**src/rtl/seq_detect_arbiter_4ch_if.sv**
```systemverilog
// rtl/seq_detect_arbiter_4ch_if.sv - request/grant and detection bus for the 4-channel 1101 detector
// Purpose : groups the per-channel serial request/grant signals and the detection outputs.
// Signals : en, in_valid[3:0], in_bit[3:0], clr[3:0]            (requester -> detector)
//           in_ready[3:0], det_valid, det_ch[1:0], hit_cnt[7:0] (detector -> requester)
// Modports: master = requester side, slave = detector side.
interface seq_detect_arbiter_4ch_if;
  logic       en;
  logic [3:0] in_valid;
  logic [3:0] in_bit;
  logic [3:0] clr;
  logic [3:0] in_ready;
  logic       det_valid;
  logic [1:0] det_ch;
  logic [7:0] hit_cnt;

  modport master (
    output en, in_valid, in_bit, clr,
    input  in_ready, det_valid, det_ch, hit_cnt
  );

  modport slave (
    input  en, in_valid, in_bit, clr,
    output in_ready, det_valid, det_ch, hit_cnt
  );
endinterface

```
**src/rtl/seq_detect_arbiter_4ch.sv**
```systemverilog
// rtl/seq_detect_arbiter_4ch.sv - 4-channel round-robin arbiter feeding one shared 1101 detector
// Purpose : grants one serial bit per cycle among 4 channels (round-robin) and runs a
//           shared overlapping 1101 detector over per-channel state registers.
// Ports   : clk   - clock
//           rst_n - asynchronous active-low reset
//           bus   - seq_detect_arbiter_4ch_if.slave (en, in_valid, in_bit, clr in;
//                   in_ready, det_valid, det_ch, hit_cnt out)
module seq_detect_arbiter_4ch (
  input  logic                      clk,
  input  logic                      rst_n,
  seq_detect_arbiter_4ch_if.slave   bus
);

  typedef enum logic [1:0] {
    S0 = 2'd0,  // idle
    S1 = 2'd1,  // seen "1"
    S2 = 2'd2,  // seen "11"
    S3 = 2'd3   // seen "110"
  } state_t;

  state_t     r_st [4];
  logic [1:0] r_ptr;
  logic       r_det_valid;
  logic [1:0] r_det_ch;
  logic [7:0] r_hit_cnt;

  logic [3:0] w_elig;
  logic       w_xfer;
  logic [1:0] w_gidx;
  logic [3:0] w_grant;
  logic       w_bit;
  state_t     w_cur;
  state_t     w_nxt;
  logic       w_hit;

  // Round-robin search starting at r_ptr; 2-bit addition wraps 3 -> 0.
  // Gating with rst_n keeps the grant at zero while reset is held.
  always_comb begin
    logic [1:0] idx;
    w_elig = (rst_n && bus.en) ? (bus.in_valid & ~bus.clr) : 4'b0000;
    w_xfer = 1'b0;
    w_gidx = 2'd0;
    idx    = 2'd0;
    for (int k = 0; k < 4; k++) begin
      idx = r_ptr + 2'(k);
      if (!w_xfer && w_elig[idx]) begin
        w_xfer = 1'b1;
        w_gidx = idx;
      end
    end
    w_grant = w_xfer ? (4'b0001 << w_gidx) : 4'b0000;
  end

  assign bus.in_ready = w_grant;

  // Shared next-state engine: only the granted channel's state is consulted.
  always_comb begin
    w_cur = r_st[w_gidx];
    w_bit = bus.in_bit[w_gidx];
    w_hit = 1'b0;
    w_nxt = S0;
    case (w_cur)
      S0: w_nxt = w_bit ? S1 : S0;
      S1: w_nxt = w_bit ? S2 : S0;
      S2: w_nxt = w_bit ? S2 : S3;
      S3: begin
        w_nxt = w_bit ? S1 : S0;  // S1 keeps the trailing '1' for overlap
        w_hit = w_bit;
      end
      default: w_nxt = S0;
    endcase
  end

  always_ff @(posedge clk or negedge rst_n) begin
    if (!rst_n) begin
      for (int i = 0; i < 4; i++) r_st[i] <= S0;
      r_ptr       <= 2'd0;
      r_det_valid <= 1'b0;
      r_det_ch    <= 2'd0;
      r_hit_cnt   <= 8'd0;
    end else begin
      r_det_valid <= w_xfer && w_hit;
      if (w_xfer) begin
        r_st[w_gidx] <= w_nxt;
        r_ptr        <= w_gidx + 2'd1;
        if (w_hit) begin
          r_det_ch <= w_gidx;
          if (r_hit_cnt != 8'hFF) r_hit_cnt <= r_hit_cnt + 8'd1;
        end
      end
      // A cleared channel is never the granted one, so this cannot collide
      // with the update above.
      for (int i = 0; i < 4; i++) begin
        if (bus.clr[i]) r_st[i] <= S0;
      end
    end
  end

  assign bus.det_valid = r_det_valid;
  assign bus.det_ch    = r_det_ch;
  assign bus.hit_cnt   = r_hit_cnt;

endmodule

```
**src/flat_wrapper.sv**
```systemverilog
// flat-port wrapper written by rule: the top's interface ports become plain ports
module seq_detect_arbiter_4ch_flat 
  (clk, rst_n, bus_en, bus_in_valid, bus_in_bit, bus_clr, bus_in_ready, bus_det_valid, bus_det_ch, bus_hit_cnt);
  seq_detect_arbiter_4ch_if bus_i ();
  input  logic clk;
  input  logic rst_n;
  input wire logic [$bits(bus_i.en)-1:0] bus_en;
  input wire logic [$bits(bus_i.in_valid)-1:0] bus_in_valid;
  input wire logic [$bits(bus_i.in_bit)-1:0] bus_in_bit;
  input wire logic [$bits(bus_i.clr)-1:0] bus_clr;
  output wire logic [$bits(bus_i.in_ready)-1:0] bus_in_ready;
  output wire logic [$bits(bus_i.det_valid)-1:0] bus_det_valid;
  output wire logic [$bits(bus_i.det_ch)-1:0] bus_det_ch;
  output wire logic [$bits(bus_i.hit_cnt)-1:0] bus_hit_cnt;
  assign bus_i.en = bus_en;
  assign bus_i.in_valid = bus_in_valid;
  assign bus_i.in_bit = bus_in_bit;
  assign bus_i.clr = bus_clr;
  assign bus_in_ready = bus_i.in_ready;
  assign bus_det_valid = bus_i.det_valid;
  assign bus_det_ch = bus_i.det_ch;
  assign bus_hit_cnt = bus_i.hit_cnt;
  seq_detect_arbiter_4ch u_core (.clk(clk), .rst_n(rst_n), .bus(bus_i));
endmodule
```
**config.mk**
```make
export PLATFORM = sky130hd
export DESIGN_NAME = seq_detect_arbiter_4ch_flat
export DESIGN_NICKNAME = d
export VERILOG_FILES = /design/src/rtl/seq_detect_arbiter_4ch_if.sv /design/src/rtl/seq_detect_arbiter_4ch.sv /design/src/flat_wrapper.sv
export SDC_FILE = /design/constraint.sdc
export NUM_CORES = 1
export LEC_CHECK = 0
export ABC_AREA = 0
export CAP_MARGIN = 20
export CORE_MARGIN = 8
export CORE_UTILIZATION = 35
export CTS_BUF_LIST = sky130_fd_sc_hd__clkbuf_2
export CTS_CLUSTER_SIZE = 40
export DETAILED_ROUTE_END_ITERATION = 6
export GPL_TIMING_DRIVEN = 0
export HOLD_SLACK_MARGIN = 0.08
export PLACE_DENSITY = 0.62
export SKIP_LAST_GASP = 1
export SLEW_MARGIN = 25
export SYNTH_ARGS = -nofsm -noshare
export SYNTH_HDL_FRONTEND = slang
export SYNTH_SLANG_ARGS = --single-unit
```
**constraint.sdc**
```tcl
create_clock -name clk -period 3.5 [get_ports clk]
set_clock_uncertainty 0.05 [all_clocks]
set_input_delay 0.35 -clock clk [delete_from_list [all_inputs] [get_ports clk]]
set_output_delay 0.35 -clock clk [all_outputs]
set_load 0.005 [all_outputs]
```
### Word-level counts from Yosys, hierarchy flattened

Index checks and enable logic that the tools add are counted.

* input bits: 15
* logic and storage cells: 81
* bits in registers: 21
* output and inout port bits: 15

* shifts and indexed selects: 1
* muxes and demuxes: 36
* equal/unequal tests: 4
* bitwise operators: 3
* $add $sub $neg: 5
* order comparisons: 7
* reduce and logical (&&, ||, !) cells: 17

Operators with widths (number)
* $mux W2: 12
* $lt A2 B3 Y1 const B: 5
* $mux W1: 12
* $bmux W1 S2: 5
* $add A8 B1 Y8 const B: 1
* $bwmux W8: 1
* $mux W4: 2
* $mux W8: 1
* $ne A8 B8 Y1 const B: 1
* $reduce_bool A2 Y1: 4
* $logic_and A1 B1 Y1: 6
* $pmux W2 S3: 1
* $add A2 B1 Y2 const B: 2
* $add A2 B2 Y2 const B: 2
* $and A4 B4 Y4: 1
* $bmux W2 S2: 1
* $demux W2 S2: 1
* $eq A2 B2 Y1 const B: 2
* $not A4 Y4: 1
* $shl A1 B2 Y4 const A: 1
* $ge A3 B3 Y1 const B: 1
* $logic_not A1 Y1: 3
* $lt A3 B1 Y1 const B: 1
* $not A2 Y3: 1
* 5 further kinds: 5

### Logic depth before layout (Yosys ltp)

* word-level depth: 25
* gate-level depth with buffers: 11
* gate-level depth less buffers: 10

### Least setup slack after synthesis

Ideal clock, no wire load.

* kind: input to register
* from: in bus_clr[0]
* to: reg u_core.r_det_ch[0], in the netlist u_core.bus.det_ch[0]
* stages on the path: 11
* setup time: 0.128 ns
* data required time: 3.322 ns
* buffers on the path: 1
* arrival time: 2.428 ns
* path slack: 0.895 ns
* cell sequence: nand4b_1 o21a_1 o22ai_4 mux2i_1 nand2_1 and2_1 ha_1 and2_1 clkbuf_1 nand2_1 mux2_1

* word-level cells in the longest chain between the ends: 22
* elaborated cells on any way between the ends: 34
* classes of those cells: eq/ne: 1; mux: 23; bitwise: 3; reduce/logical: 7

RTL lines
* start, declared: line flat_wrapper.sv:10 `input wire logic [$bits(bus_i.clr)-1:0] bus_clr;`
* $not A4 Y4 *: line seq_detect_arbiter_4ch.sv:40 `w_elig = (rst_n && bus.en) ? (bus.in_valid & ~bus.clr) : 4'b0000;`
* $and A4 B4 Y4 *: line seq_detect_arbiter_4ch.sv:40
* $mux W4 *: line seq_detect_arbiter_4ch.sv:40
* $bmux W1 S2: line seq_detect_arbiter_4ch.sv:46 `if (!w_xfer && w_elig[idx]) begin`
* $mux W1 (implied by the code): line seq_detect_arbiter_4ch.sv:46
* $mux W1: line seq_detect_arbiter_4ch.sv:46
* $logic_not A1 Y1: line seq_detect_arbiter_4ch.sv:46
* $logic_and A1 B1 Y1: line seq_detect_arbiter_4ch.sv:46
* (+5 left out)
* $logic_and A1 B1 Y1: line seq_detect_arbiter_4ch.sv:46
* $mux W2: line seq_detect_arbiter_4ch.sv:46
* $not A2 Y3 (implied by the code): line seq_detect_arbiter_4ch.sv:58 `w_cur = r_st[w_gidx];`
* $bmux W2 S2: line seq_detect_arbiter_4ch.sv:58
* $mux W2 (implied by the code) (2 in series): line seq_detect_arbiter_4ch.sv:58
* $eq A2 B2 Y1: line seq_detect_arbiter_4ch.sv:62 `case (w_cur)`
* $mux W1: line seq_detect_arbiter_4ch.sv:62
* $reduce_and A2 Y1 (no line)
* end signal, assigned: line seq_detect_arbiter_4ch.sv:87 `r_det_ch <= w_gidx;`
* end, declared: line seq_detect_arbiter_4ch.sv:24 `logic [1:0] r_det_ch;`

Mark *: on every way between the ends. The rest lies on a longest branch, timed or not. The select of a mux whose other input is x is not followed.
A chain may end at the register's enable or synchronous reset.

### Worst setup path in the final report

* from: in bus_en
* to: out bus_in_ready[3]

* word-level cells in the longest chain between the ends: 16
* elaborated cells on any way between the ends: 26
* classes of those cells: shift: 1; mux: 18; reduce/logical: 7

RTL lines
* start, declared: line flat_wrapper.sv:7 `input wire logic [$bits(bus_i.en)-1:0] bus_en;`
* $logic_and A1 B1 Y1 *: line seq_detect_arbiter_4ch.sv:40
* $mux W4 *: line seq_detect_arbiter_4ch.sv:40
* $bmux W1 S2: line seq_detect_arbiter_4ch.sv:46
* $mux W1 (implied by the code): line seq_detect_arbiter_4ch.sv:46
* $mux W1: line seq_detect_arbiter_4ch.sv:46
* $logic_not A1 Y1: line seq_detect_arbiter_4ch.sv:46
* $logic_and A1 B1 Y1: line seq_detect_arbiter_4ch.sv:46
* $mux W1: line seq_detect_arbiter_4ch.sv:46
* $logic_not A1 Y1: line seq_detect_arbiter_4ch.sv:46
* $logic_and A1 B1 Y1: line seq_detect_arbiter_4ch.sv:46
* $mux W1: line seq_detect_arbiter_4ch.sv:46
* $logic_not A1 Y1: line seq_detect_arbiter_4ch.sv:46
* $logic_and A1 B1 Y1: line seq_detect_arbiter_4ch.sv:46
* $mux W2 *: line seq_detect_arbiter_4ch.sv:46
* named net u_core.w_gidx[1]: line seq_detect_arbiter_4ch.sv:29 `logic [1:0] w_gidx;`
* $shl A1 B2 Y4 *: line seq_detect_arbiter_4ch.sv:51 `w_grant = w_xfer ? (4'b0001 << w_gidx) : 4'b0000;`
* $mux W4 *: line seq_detect_arbiter_4ch.sv:51
* end, declared: line flat_wrapper.sv:11 `output wire logic [$bits(bus_i.in_ready)-1:0] bus_in_ready;`

Mark *: on every way through the listed nets, which the timed path passes. The rest lies on a longest branch. The select of a mux whose other input is x is not followed.

==> reports/results.ini <==
[synthesis]
netlist_area_um2=1320
yosys_warnings=0
avgSynthCellArea_um2=10.6
syn_nets=148
async_flop_share=1.00
synth-edff-count=0
ys_ff_latch=21
seq_area_frac_synth=0.398
syn-instance-count=125
ys_types=31
ys.flop_type=dfrtp_1

[clock_tree]
clockRootBuffer=clkbuf_2
htreeDepth=1
cts-buffers-inserted=3
cts_sinks=21
clk_pin_slew_ns=0.20
clk-insertion-delay-late_ns=0.33
cts_tree=yes
clk_path_buf_depth=2
cts_resized=0

[setup_path]
crit_slowest_cell=clkdlybuf4s50_1
cpPeakStageDelay_ns=0.58
r2r_start=u_core.r_ptr[1]$_DFFE_PN0P_
cp-start-kind=input pin
r2r-end=u_core.bus.hit_cnt[1]$_DFFE_PN0P_
path_cells=clkdlybuf4s50_1, nand4b_1, o21a_1, o22ai_4, inv_1, ha_1, and2_1, clkbuf_1, clkdlybuf4s50_1
criticalPathCategory=in2out
worstSetupStartpoint=bus_en
reg2reg_depth=11
critPathCaptureType=output port
critPathMaxFanout=8
crit_top_cell=clkdlybuf4s50_1
crit_required_ns=3.10
critPathArrivalTime_ns=2.89
r2r_setup_slack_ns=0.57

[timing]
fin_setup_tns_ns=0
setup_violations=0
period_minus_slack_ns=3.29
relSlewSlack=0.682
slew_violations=0
rsz0062_at_grt=false
fmax_ghz=0.304
period_share=0.939
worst_pin_slew_ns=0.463
hold_violations=0

[floorplan]
ios=30
start_util=0.363
die_w_um=77.4
core-area_um2=3630
dieHeight_um=77.4
row_count=22
die_area_um2=5990

[cells_and_area]
fin_cells=210
syn_to_final_growth_pct=30.0
layout_commonest_cell=clkdlybuf4s50_1
drive_above_1_share=0.130
n_antenna_cell=0
stdcell_area_um2=1720
nFillCells=374
final_util=0.472
layout_common_cells=clkdlybuf4s50_1, dfrtp_1, nor2_1
final_nets=186

[routing]
viasPerCell=5.06
initialDrtViolationCount=42
dr.pass1.iters=4
wl_per_cell_um=14.3
vias=1062
wirelength_mm=3.01
remaining_drc_errors=0
postRouteAntennaNets=0

[global_route]
grt_pass1_vias=1070
grt_start_max_net_pins=22
grtUsageTotal=0.104
antenna_found_initial=0
grt_pass1_wl_mm=5.15
grt_overflow=0

[placed_design]
placed_area_um2=1670
dp_hpwl_mm=2.34
port_buffers=29
place_inst=202
routabilityCongestion=0.720

[power_and_ir_drop]
ir_drop_v=0.000160
p_leak_uw=0.000754
pwr_density_cell_nw_per_um2=296
power_uw=508

[job]
drv_cap=0

[min_path]
min_to=u_core.bus.hit_cnt[5]$_DFFE_PN0P_
min_path_cells=1
hold_class=reg2reg
min-delay-start=u_core.bus.hit_cnt[5]$_DFFE_PN0P_

[status]
status=completed

==> power breakdown <==
group | internal [uW] | switching, uW | leakage (uW)
logic | 65.7 | 64.1 | 0.000455
registers | 257 | 17.8 | 0.000282
clock network | 25.9 | 77.6 | 0.0000164
==> worst max path at each step <==
stage	endpoint	slack (ns)
final	bus_in_ready[3]	0.21
after global routing	bus_in_ready[3]	0.07
after CTS	bus_in_ready[1]	0.13
after detailed placement	u_core.bus.hit_cnt[1]$_DFFE_PN0P_	-0.03
after global placement	u_core.bus.hit_cnt[1]$_DFFE_PN0P_	-0.78
after floorplan	u_core.bus.det_ch[0]$_DFFE_PN0P_	0.89
==> cell usage after synthesis (2+ instances only) <==
library cell | n | area, um^2
a211oi_1 | 4 | 30.0
a211oi_2 | 5 | 62.6
and2_1 | 8 | 50.1
and3_1 | 3 | 18.8
and4b_1 | 2 | 20.0
clkbuf_1 | 5 | 18.8
dfrtp_1 | 21 | 526
ha_1 | 8 | 100
inv_1 | 3 | 11.3
inv_2 | 2 | 7.51
mux2_1 | 3 | 33.8
mux2i_1 | 6 | 60.1
nand2_1 | 9 | 33.8
nand3_1 | 3 | 15.0
nand4_1 | 7 | 43.8
nand4b_1 | 4 | 35.0
nor2_1 | 13 | 48.8
xnor2_1 | 6 | 52.6
==> area by class of cell <==
type                       count  area, um^2  area share
multi-input combinational     92         742       0.433
sequential                    21         526       0.306
timing repair buffer          33         315       0.184
tap                           48        60.1      0.0350
buffer                         6        30.0      0.0175
inverter                       6        22.5      0.0131
clock buffer                   3        15.0     0.00875
clock inverter                 1        5.00     0.00292
==> critical path, delay by kind of cell <==
| kind | cells | cell delay (ns) |
|---|---|---|
| AO/OA/AOI/OAI | 2 | 0.58 |
| adder cells (fa/ha/maj) | 1 | 0.23 |
| AND/OR/NAND/NOR | 2 | 0.35 |
| buffers and inverters | 4 | 1.37 |
==> flip-flops by register name, indices dropped and copies added (netlist names) <==
signal / flops
u_core.bus.hit_cnt: 8
u_core.bus.det_valid: 1
u_core.r_st: 8
u_core.bus.det_ch: 2
u_core.r_ptr: 2
==> layer usage <==
| metal | routed length (um) | share of wire | global-route usage |
|---|---|---|---|
| met5 | 0 | 0 | 0 |
| met4 | 65 | 0.022 | 0.0566 |
| met3 | 98 | 0.033 | 0.0219 |
| met2 | 1480 | 0.49 | 0.173 |
| met1 | 1360 | 0.45 | 0.123 |
==> cell families (layout without fill, tap and decap cells) <==
logic type | after synthesis | in the layout | synth area share
fa+ha+maj | 8 | 8 | 0.0758
compound gates | 15 | 15 | 0.123
xor+xnor | 6 | 6 | 0.0398
buf+inv | 12 | 49 | 0.0398
flops | 21 | 21 | 0.398
simple gates | 52 | 52 | 0.218
mux | 11 | 11 | 0.105
==> per-stage QoR <==
stage	worst slack, ns	hold slack [ns]
3_3_place_gp	-0.782	0.432
3_5_place_dp	-0.0326	0.325
6_report	0.214	0.471
5_1_grt	0.0676	0.489
2_1_floorplan	0.895	0.00441
4_1_cts	0.126	0.471
==> what timing repair did <==
action	in CTS	in global routing
hold buffers	1	1
buffers inserted	0	2
endpoints found under the setup margin	0	2
endpoints found under the hold margin	21	21
(Power assumes the default switching activity.)
